--- src/rtl/cordic_op_sequencer.sv ---
// ---------------------------------------------------------------------------
// cordic_op_sequencer
//
// Purpose: accepts one CORDIC-family request at a time, maps its function
// code to one of six function units (U0..U5), pulses that unit's start bit,
// waits for that unit's done pulse (or a timeout), and returns the result
// through a valid/ready response port.
//
// Optional feature macro: CORDIC_SEQ_STATS_EN
//   When defined, adds the saturating stat_ops / stat_errs counters.
//
// Ports:
//   clk, rst            single clock, synchronous active-high reset
//   req_valid/req_ready request handshake (ready only in IDLE)
//   req_func            4-bit function code
//   req_op1/req_op2     signed operands (OPW bits)
//   unit_start[5:0]     one-hot single-cycle start pulse to U0..U5
//   unit_func/op1/op2   latched request fields, stable ISSUE..WAIT
//   unit_done[5:0]      per-unit completion pulses
//   unit_result         flat 6*RESW bus, unit i at [i*RESW +: RESW]
//   rsp_valid/rsp_ready response handshake
//   rsp_result/rsp_err  response payload
//   busy                high whenever not IDLE
//   stat_ops/stat_errs  (CORDIC_SEQ_STATS_EN only) handshake counters
// ---------------------------------------------------------------------------
module cordic_op_sequencer #(
  parameter int TIMEOUT_CYCLES = 64,
  parameter int OPW            = 16,
  parameter int RESW           = 32
) (
  input  logic                clk,
  input  logic                rst,
  input  logic                req_valid,
  output logic                req_ready,
  input  logic [3:0]          req_func,
  input  logic [OPW-1:0]      req_op1,
  input  logic [OPW-1:0]      req_op2,
  output logic [5:0]          unit_start,
  output logic [3:0]          unit_func,
  output logic [OPW-1:0]      unit_op1,
  output logic [OPW-1:0]      unit_op2,
  input  logic [5:0]          unit_done,
  input  logic [6*RESW-1:0]   unit_result,
  output logic                rsp_valid,
  input  logic                rsp_ready,
  output logic [RESW-1:0]     rsp_result,
  output logic                rsp_err,
  output logic                busy
`ifdef CORDIC_SEQ_STATS_EN
  ,
  output logic [15:0]         stat_ops,
  output logic [15:0]         stat_errs
`endif
);

  localparam int CW = (TIMEOUT_CYCLES > 1) ? $clog2(TIMEOUT_CYCLES) : 1;
  localparam logic [CW-1:0] CNT_LAST = CW'(TIMEOUT_CYCLES - 1);

  typedef enum logic [1:0] {
    S_IDLE  = 2'd0,
    S_ISSUE = 2'd1,
    S_WAIT  = 2'd2,
    S_RESP  = 2'd3
  } state_t;

  state_t          r_state, w_state_next;
  logic [3:0]      r_func, w_func_next;
  logic [OPW-1:0]  r_op1, w_op1_next;
  logic [OPW-1:0]  r_op2, w_op2_next;
  logic [2:0]      r_sel, w_sel_next;
  logic [CW-1:0]   r_cnt, w_cnt_next;
  logic [RESW-1:0] r_result, w_result_next;
  logic            r_err, w_err_next;

  // Function-code decode
  logic            w_dec_legal;
  logic [2:0]      w_dec_sel;

  always_comb begin
    w_dec_legal = 1'b1;
    w_dec_sel   = 3'd0;
    case (req_func)
      4'd0, 4'd1: w_dec_sel = 3'd0;
      4'd2, 4'd3: w_dec_sel = 3'd1;
      4'd4, 4'd5: w_dec_sel = 3'd2;
      4'd7:       w_dec_sel = 3'd3;
      4'd8:       w_dec_sel = 3'd4;
      4'd9:       w_dec_sel = 3'd5;
      default:    w_dec_legal = 1'b0;
    endcase
  end

  // Per-unit selection: only the latched unit's done/result are visible,
  // everything else is masked to zero before the OR-reduction.
  logic [5:0]      w_sel_oh;
  logic [RESW-1:0] w_masked [6];
  logic            w_sel_done;
  logic [RESW-1:0] w_sel_result;

  for (genvar gi = 0; gi < 6; gi++) begin : g_unit
    assign w_sel_oh[gi]   = (r_sel == 3'(gi));
    assign w_masked[gi]   = w_sel_oh[gi] ? unit_result[gi*RESW +: RESW] : '0;
    assign unit_start[gi] = (r_state == S_ISSUE) && w_sel_oh[gi];
  end

  assign w_sel_done = |(unit_done & w_sel_oh);

  always_comb begin
    w_sel_result = '0;
    for (int i = 0; i < 6; i++) begin
      w_sel_result = w_sel_result | w_masked[i];
    end
  end

  // State register and datapath registers
  always_ff @(posedge clk) begin
    if (rst) begin
      r_state  <= S_IDLE;
      r_func   <= '0;
      r_op1    <= '0;
      r_op2    <= '0;
      r_sel    <= '0;
      r_cnt    <= '0;
      r_result <= '0;
      r_err    <= 1'b0;
    end else begin
      r_state  <= w_state_next;
      r_func   <= w_func_next;
      r_op1    <= w_op1_next;
      r_op2    <= w_op2_next;
      r_sel    <= w_sel_next;
      r_cnt    <= w_cnt_next;
      r_result <= w_result_next;
      r_err    <= w_err_next;
    end
  end

  // Next-state and datapath next values
  always_comb begin
    w_state_next  = r_state;
    w_func_next   = r_func;
    w_op1_next    = r_op1;
    w_op2_next    = r_op2;
    w_sel_next    = r_sel;
    w_cnt_next    = r_cnt;
    w_result_next = r_result;
    w_err_next    = r_err;
    case (r_state)
      S_IDLE: begin
        if (req_valid && req_ready) begin
          w_func_next = req_func;
          w_op1_next  = req_op1;
          w_op2_next  = req_op2;
          if (w_dec_legal) begin
            w_sel_next   = w_dec_sel;
            w_state_next = S_ISSUE;
          end else begin
            // Illegal codes skip the units and answer with an error at once
            w_err_next    = 1'b1;
            w_result_next = '0;
            w_state_next  = S_RESP;
          end
        end
      end
      S_ISSUE: begin
        w_cnt_next   = '0;
        w_state_next = S_WAIT;
      end
      S_WAIT: begin
        // Done is tested first so it wins over a coincident timeout
        if (w_sel_done) begin
          w_result_next = w_sel_result;
          w_err_next    = 1'b0;
          w_state_next  = S_RESP;
        end else if (r_cnt == CNT_LAST) begin
          w_result_next = '0;
          w_err_next    = 1'b1;
          w_state_next  = S_RESP;
        end else begin
          w_cnt_next = r_cnt + CW'(1);
        end
      end
      S_RESP: begin
        if (rsp_ready) begin
          w_state_next = S_IDLE;
        end
      end
      default: w_state_next = S_IDLE;
    endcase
  end

  assign req_ready  = (r_state == S_IDLE);
  assign busy       = (r_state != S_IDLE);
  assign rsp_valid  = (r_state == S_RESP);
  assign rsp_result = r_result;
  assign rsp_err    = r_err;
  assign unit_func  = r_func;
  assign unit_op1   = r_op1;
  assign unit_op2   = r_op2;

`ifdef CORDIC_SEQ_STATS_EN
  logic [15:0] r_stat_ops;
  logic [15:0] r_stat_errs;

  always_ff @(posedge clk) begin
    if (rst) begin
      r_stat_ops  <= '0;
      r_stat_errs <= '0;
    end else if (rsp_valid && rsp_ready) begin
      if (r_stat_ops != 16'hFFFF) begin
        r_stat_ops <= r_stat_ops + 16'd1;
      end
      if (r_err && (r_stat_errs != 16'hFFFF)) begin
        r_stat_errs <= r_stat_errs + 16'd1;
      end
    end
  end

  assign stat_ops  = r_stat_ops;
  assign stat_errs = r_stat_errs;
`endif

endmodule
--- config.mk ---
export PLATFORM = sky130hd
export DESIGN_NAME = cordic_op_sequencer
export DESIGN_NICKNAME = d
export VERILOG_FILES = /design/src/rtl/cordic_op_sequencer.sv
export SDC_FILE = /design/constraint.sdc
export NUM_CORES = 1
export LEC_CHECK = 0
export CAP_MARGIN = 40
export CORE_AREA = 2 2 121 123
export CTS_CLUSTER_SIZE = 14
export DETAILED_ROUTE_END_ITERATION = 10
export DIE_AREA = 0 0 123 125
export MAX_ROUTING_LAYER = met4
export PLACE_DENSITY = 0.76
export SLEW_MARGIN = 10
export SYNTH_ARGS = -nofsm -noshare
export SYNTH_HDL_FRONTEND = slang
export SYNTH_SLANG_ARGS = --single-unit
--- constraint.sdc ---
create_clock -name clk -period 2.84 [get_ports clk]
set_clock_uncertainty 0.05 [all_clocks]
set_input_delay 0.426 -clock clk [delete_from_list [all_inputs] [get_ports clk]]
set_output_delay 0.426 -clock clk [all_outputs]
set_load 0.01 [all_outputs]
==> results of run 1 <==
==> layer usage <==
metal  GRT usage  wire length (µm)
met3      0.0625              1580
met2       0.418              9450
met4      0.0829               547
met5           -                 0
met1       0.303              8200
==> placed cells by master (no fill, tap or decap), types with 8 or more instances in the layout <==
cell / count
clkdlybuf4s50_1: 314
nand2_1: 108
dfxtp_1: 77
a21oi_1: 69
nor2_1: 42
a22oi_1: 42
mux2i_1: 27
mux2_2: 20
buf_4: 20
nand3_1: 16
o21ai_0: 14
nor3b_1: 12
o22ai_1: 12
inv_1: 10
o221ai_1: 10
a31o_2: 9
clkbuf_16: 9
nand2b_1: 8
==> worst min path at each step <==
stage	start	to	slack, ns	depth (start not counted)
after global routing	rsp_result[18]	rsp_result[18]	0.43	2
after floorplan	r_cnt[1]	r_cnt[1]	0.42	2
after global placement	unit_op1[13]	unit_op1[13]	0.39	2
after detailed placement	unit_func[1]	unit_func[1]	0.40	2
after CTS	unit_op1[10]	unit_op1[10]	0.40	2
final	unit_op1[10]	unit_op1[10]	0.40	2
==> state kept, by name, summed over array words and instances (netlist names) <==
register / count
r_state: 2
r_cnt: 6
r_sel: 3
unit_func: 4
unit_op1: 16
rsp_result: 32
rsp_err: 1
unit_op2: 16
==> tightest hold or removal path: stages, from the launching register on <==
cell     delay (ns)
dfxtp_1        0.31
nand2_1        0.05
a21oi_1        0.05
==> cell type report <==
type / count / area [µm²] / area share
Clock inverter: 7 / 85.1 / 0.0102
Inverter: 11 / 41.3 / 0.00495
Sequential cell: 80 / 1610 / 0.192
Antenna cell: 3 / 7.51 / 0.000900
Tap cell: 184 / 230 / 0.0276
Clock buffer: 9 / 225 / 0.0270
Multi-Input combinational cell: 451 / 2830 / 0.339
Timing Repair Buffer: 336 / 3320 / 0.398
==> through the flow <==
step | setup WS (ns) | hold slack (ns)
after CTS | 0.361 | 0.405
after floorplan | 0.677 | 0.419
after global placement | 0.379 | 0.391
final | 0.382 | 0.404
after global routing | 0.262 | 0.427
after detailed placement | 0.310 | 0.396
==> power groups by stage <==
| stage | combinational [W] | sequential (W) | clock (W) |
|---|---|---|---|
| 2_1_floorplan | 0.000923 | 0.00139 | 0 |
| 5_1_grt | 0.00199 | 0.00136 | 0.00128 |
| 3_3_place_gp | 0.00182 | 0.00136 | 0 |
| 6_report | 0.00183 | 0.00134 | 0.00120 |
| 4_1_cts | 0.00183 | 0.00134 | 0.00124 |
| 3_5_place_dp | 0.00182 | 0.00136 | 0 |
==> cell families (layout without fill, tap and decap cells) <==
| family | after synthesis | in the layout | synth area share |
|---|---|---|---|
| and+or+nand+nor | 211 | 211 | 0.199 |
| other | 0 | 3 | 0 |
| DFF | 80 | 80 | 0.340 |
| adders and majority gates | 5 | 5 | 0.0133 |
| xor gates and xnor gates | 4 | 4 | 0.00744 |
| AOI/OAI and AO/OA | 178 | 178 | 0.248 |
| muxes | 53 | 53 | 0.132 |
| buffers and inverters | 64 | 363 | 0.0596 |
==> qor.txt, run 1 <==
Status -> finished, final reports clean
Clk pwr share -> 0.275
Root Buffer -> clkbuf_16
P_int -> 0.00286 W
Clock sinks -> 80
Netlist cell types -> 45
Number of routed nets with antenna violations -> 0
H-tree depth -> 3
Min Tclk post-route -> 2.46 ns
Synthesis-stage register bit count -> 80
Die H -> 125 µm
CTS buffer count -> 9
Asr flop ratio synth -> 0
Max Cap Viol -> 0
Unrepaired setup endpoints after global routing -> no
Vias in the first global route -> 5514
Final nets -> 1132
Yosys top cell area share -> 0.340
Die area -> 0.0154 mm²
First-pass GRT wire length -> 29.5 mm
Synth area leader -> dfxtp_1
Vias/cell -> 5.18
Rows -> 44
NetSw -> 0.00151 W
Crit path largest cell delay -> 0.60 ns
Setup-failing EPs final -> 0
Final Non-Filler Cells -> 1081
Post-synth EDFFs -> 0
R2R Path Start -> r_sel[2]
Fin crit share -> 0.866
Critical path fanouts, max -> 4
Total power -> 0.00437 W
Routed WL -> 19.8 mm
Syn avg cell area -> 7.91 µm²
Mapped Cells -> 595
Family with the most delay on the worst path -> buffers and inverters
GP Congestion -> 0.884
Arr. time, crit path -> 1.98 ns
Core footprint -> 0.0142 mm²
Yosys warnings -> 0
Final Hold Viols -> 0
Remaining Overflow, GRT -> 0
Fmax achieved -> 407 MHz
Critical Path Sink Type -> output pin
Synth top cells by count -> nand2_1, dfxtp_1, a21oi_1, a22oi_1, nor2_1
Placed instance area -> 0.00802 mm²
R2R Path End -> rsp_result[23]
Worst Setup EP -> unit_start[0]
Top cells by area, synth -> dfxtp_1, nand2_1, a21oi_1
Detailed Routing Iterations Pass 1 -> 6
Tightest Pin Transition -> 0.842 ns
Clk_lat worst skew -> 0.33 ns
CTS Hold Buffers Added -> 0
Register-to-register setup slack -> 0.51 ns
Final TNS setup -> 0 ns
CTS clk-pin slew, worst paths -> 0.07 ns
Comb pwr share -> 0.419
Slowest CP cell -> clkdlybuf4s50_1
Sequential share of the synthesized area -> 0.340
HP Class -> reg -> reg
Postcts setup bufs -> 0
DR iter-0 viols -> 393
Pin count of the biggest net entering global routing -> 79
Wirelength per Cell -> 18.3 µm
Share of layout cells above drive strength 1 -> 0.0884
Lkg Pwr -> 2.99 nW
Post-DP HPWL -> 15.2 mm
Crit path buffers/inverters -> 2
CP Cell Sequence -> inv_1 > ha_1 > nand2b_1 > nor3_1 > clkdlybuf4s50_1
DRC Markers -> 0
Critical path depth -> 5
Max Transition Viols Final -> 0
Placed instance count -> 1062
Crit start category -> register
CTS tree -> yes
Layout area overhead -> 77.3%
Primary FF master, synth -> dfxtp_1
Boundary Pins -> 316
Post-route cell area -> 0.00834 mm²
FILL cells -> 1292
WS Path Type -> reg -> out
R2R depth -> 7
Worst Path Required -> 2.36 ns
# port buffers -> 315
Initial antenna violation count -> 3
Sequential Power Share -> 0.307
Power density cells -> 523 mW/mm²
Peak supply drop -> 0.000460 V
Final core area utilization -> 0.587
Longest Clk Path Bufs -> 2
GRT Overall Usage -> 0.254
Critical path origin -> r_state[1]
Count leader, synth -> nand2_1
Vias -> 5602
Sw Share -> 0.346
Die width -> 123 µm
CTS-repair resized insts -> 0
Mapped Nets -> 838
Slew HR -> 0.439
Initial core utilization -> 0.331
Post-Syn Area -> 0.00471 mm²
No activity file was read; power rests on OpenSTA's default activity.
==> inputs of run 2 (changes only) <==
--- a/config.mk
+++ b/config.mk
@@ -7,7 +7,7 @@
 export LEC_CHECK = 0
 export CAP_MARGIN = 40
 export CORE_AREA = 2 2 121 123
-export CTS_CLUSTER_SIZE = 14
+export CTS_CLUSTER_SIZE = 16
 export DETAILED_ROUTE_END_ITERATION = 10
 export DIE_AREA = 0 0 123 125
 export MAX_ROUTING_LAYER = met4
==> results of run 2 <==
Same layout as run 1: the final DEF is identical, and so are final timing and power.
==> inputs of run 3 (changes only) <==
--- a/config.mk
+++ b/config.mk
@@ -5,14 +5,14 @@
 export SDC_FILE = /design/constraint.sdc
 export NUM_CORES = 1
 export LEC_CHECK = 0
-export CAP_MARGIN = 40
+export CAP_MARGIN = 25
 export CORE_AREA = 2 2 121 123
-export CTS_CLUSTER_SIZE = 16
+export CTS_CLUSTER_SIZE = 20
 export DETAILED_ROUTE_END_ITERATION = 10
 export DIE_AREA = 0 0 123 125
 export MAX_ROUTING_LAYER = met4
 export PLACE_DENSITY = 0.76
-export SLEW_MARGIN = 10
+export SLEW_MARGIN = 20
 export SYNTH_ARGS = -nofsm -noshare
 export SYNTH_HDL_FRONTEND = slang
 export SYNTH_SLANG_ARGS = --single-unit
==> results of run 3 <==
Same layout as run 1: the final DEF is identical, and so are final timing and power.
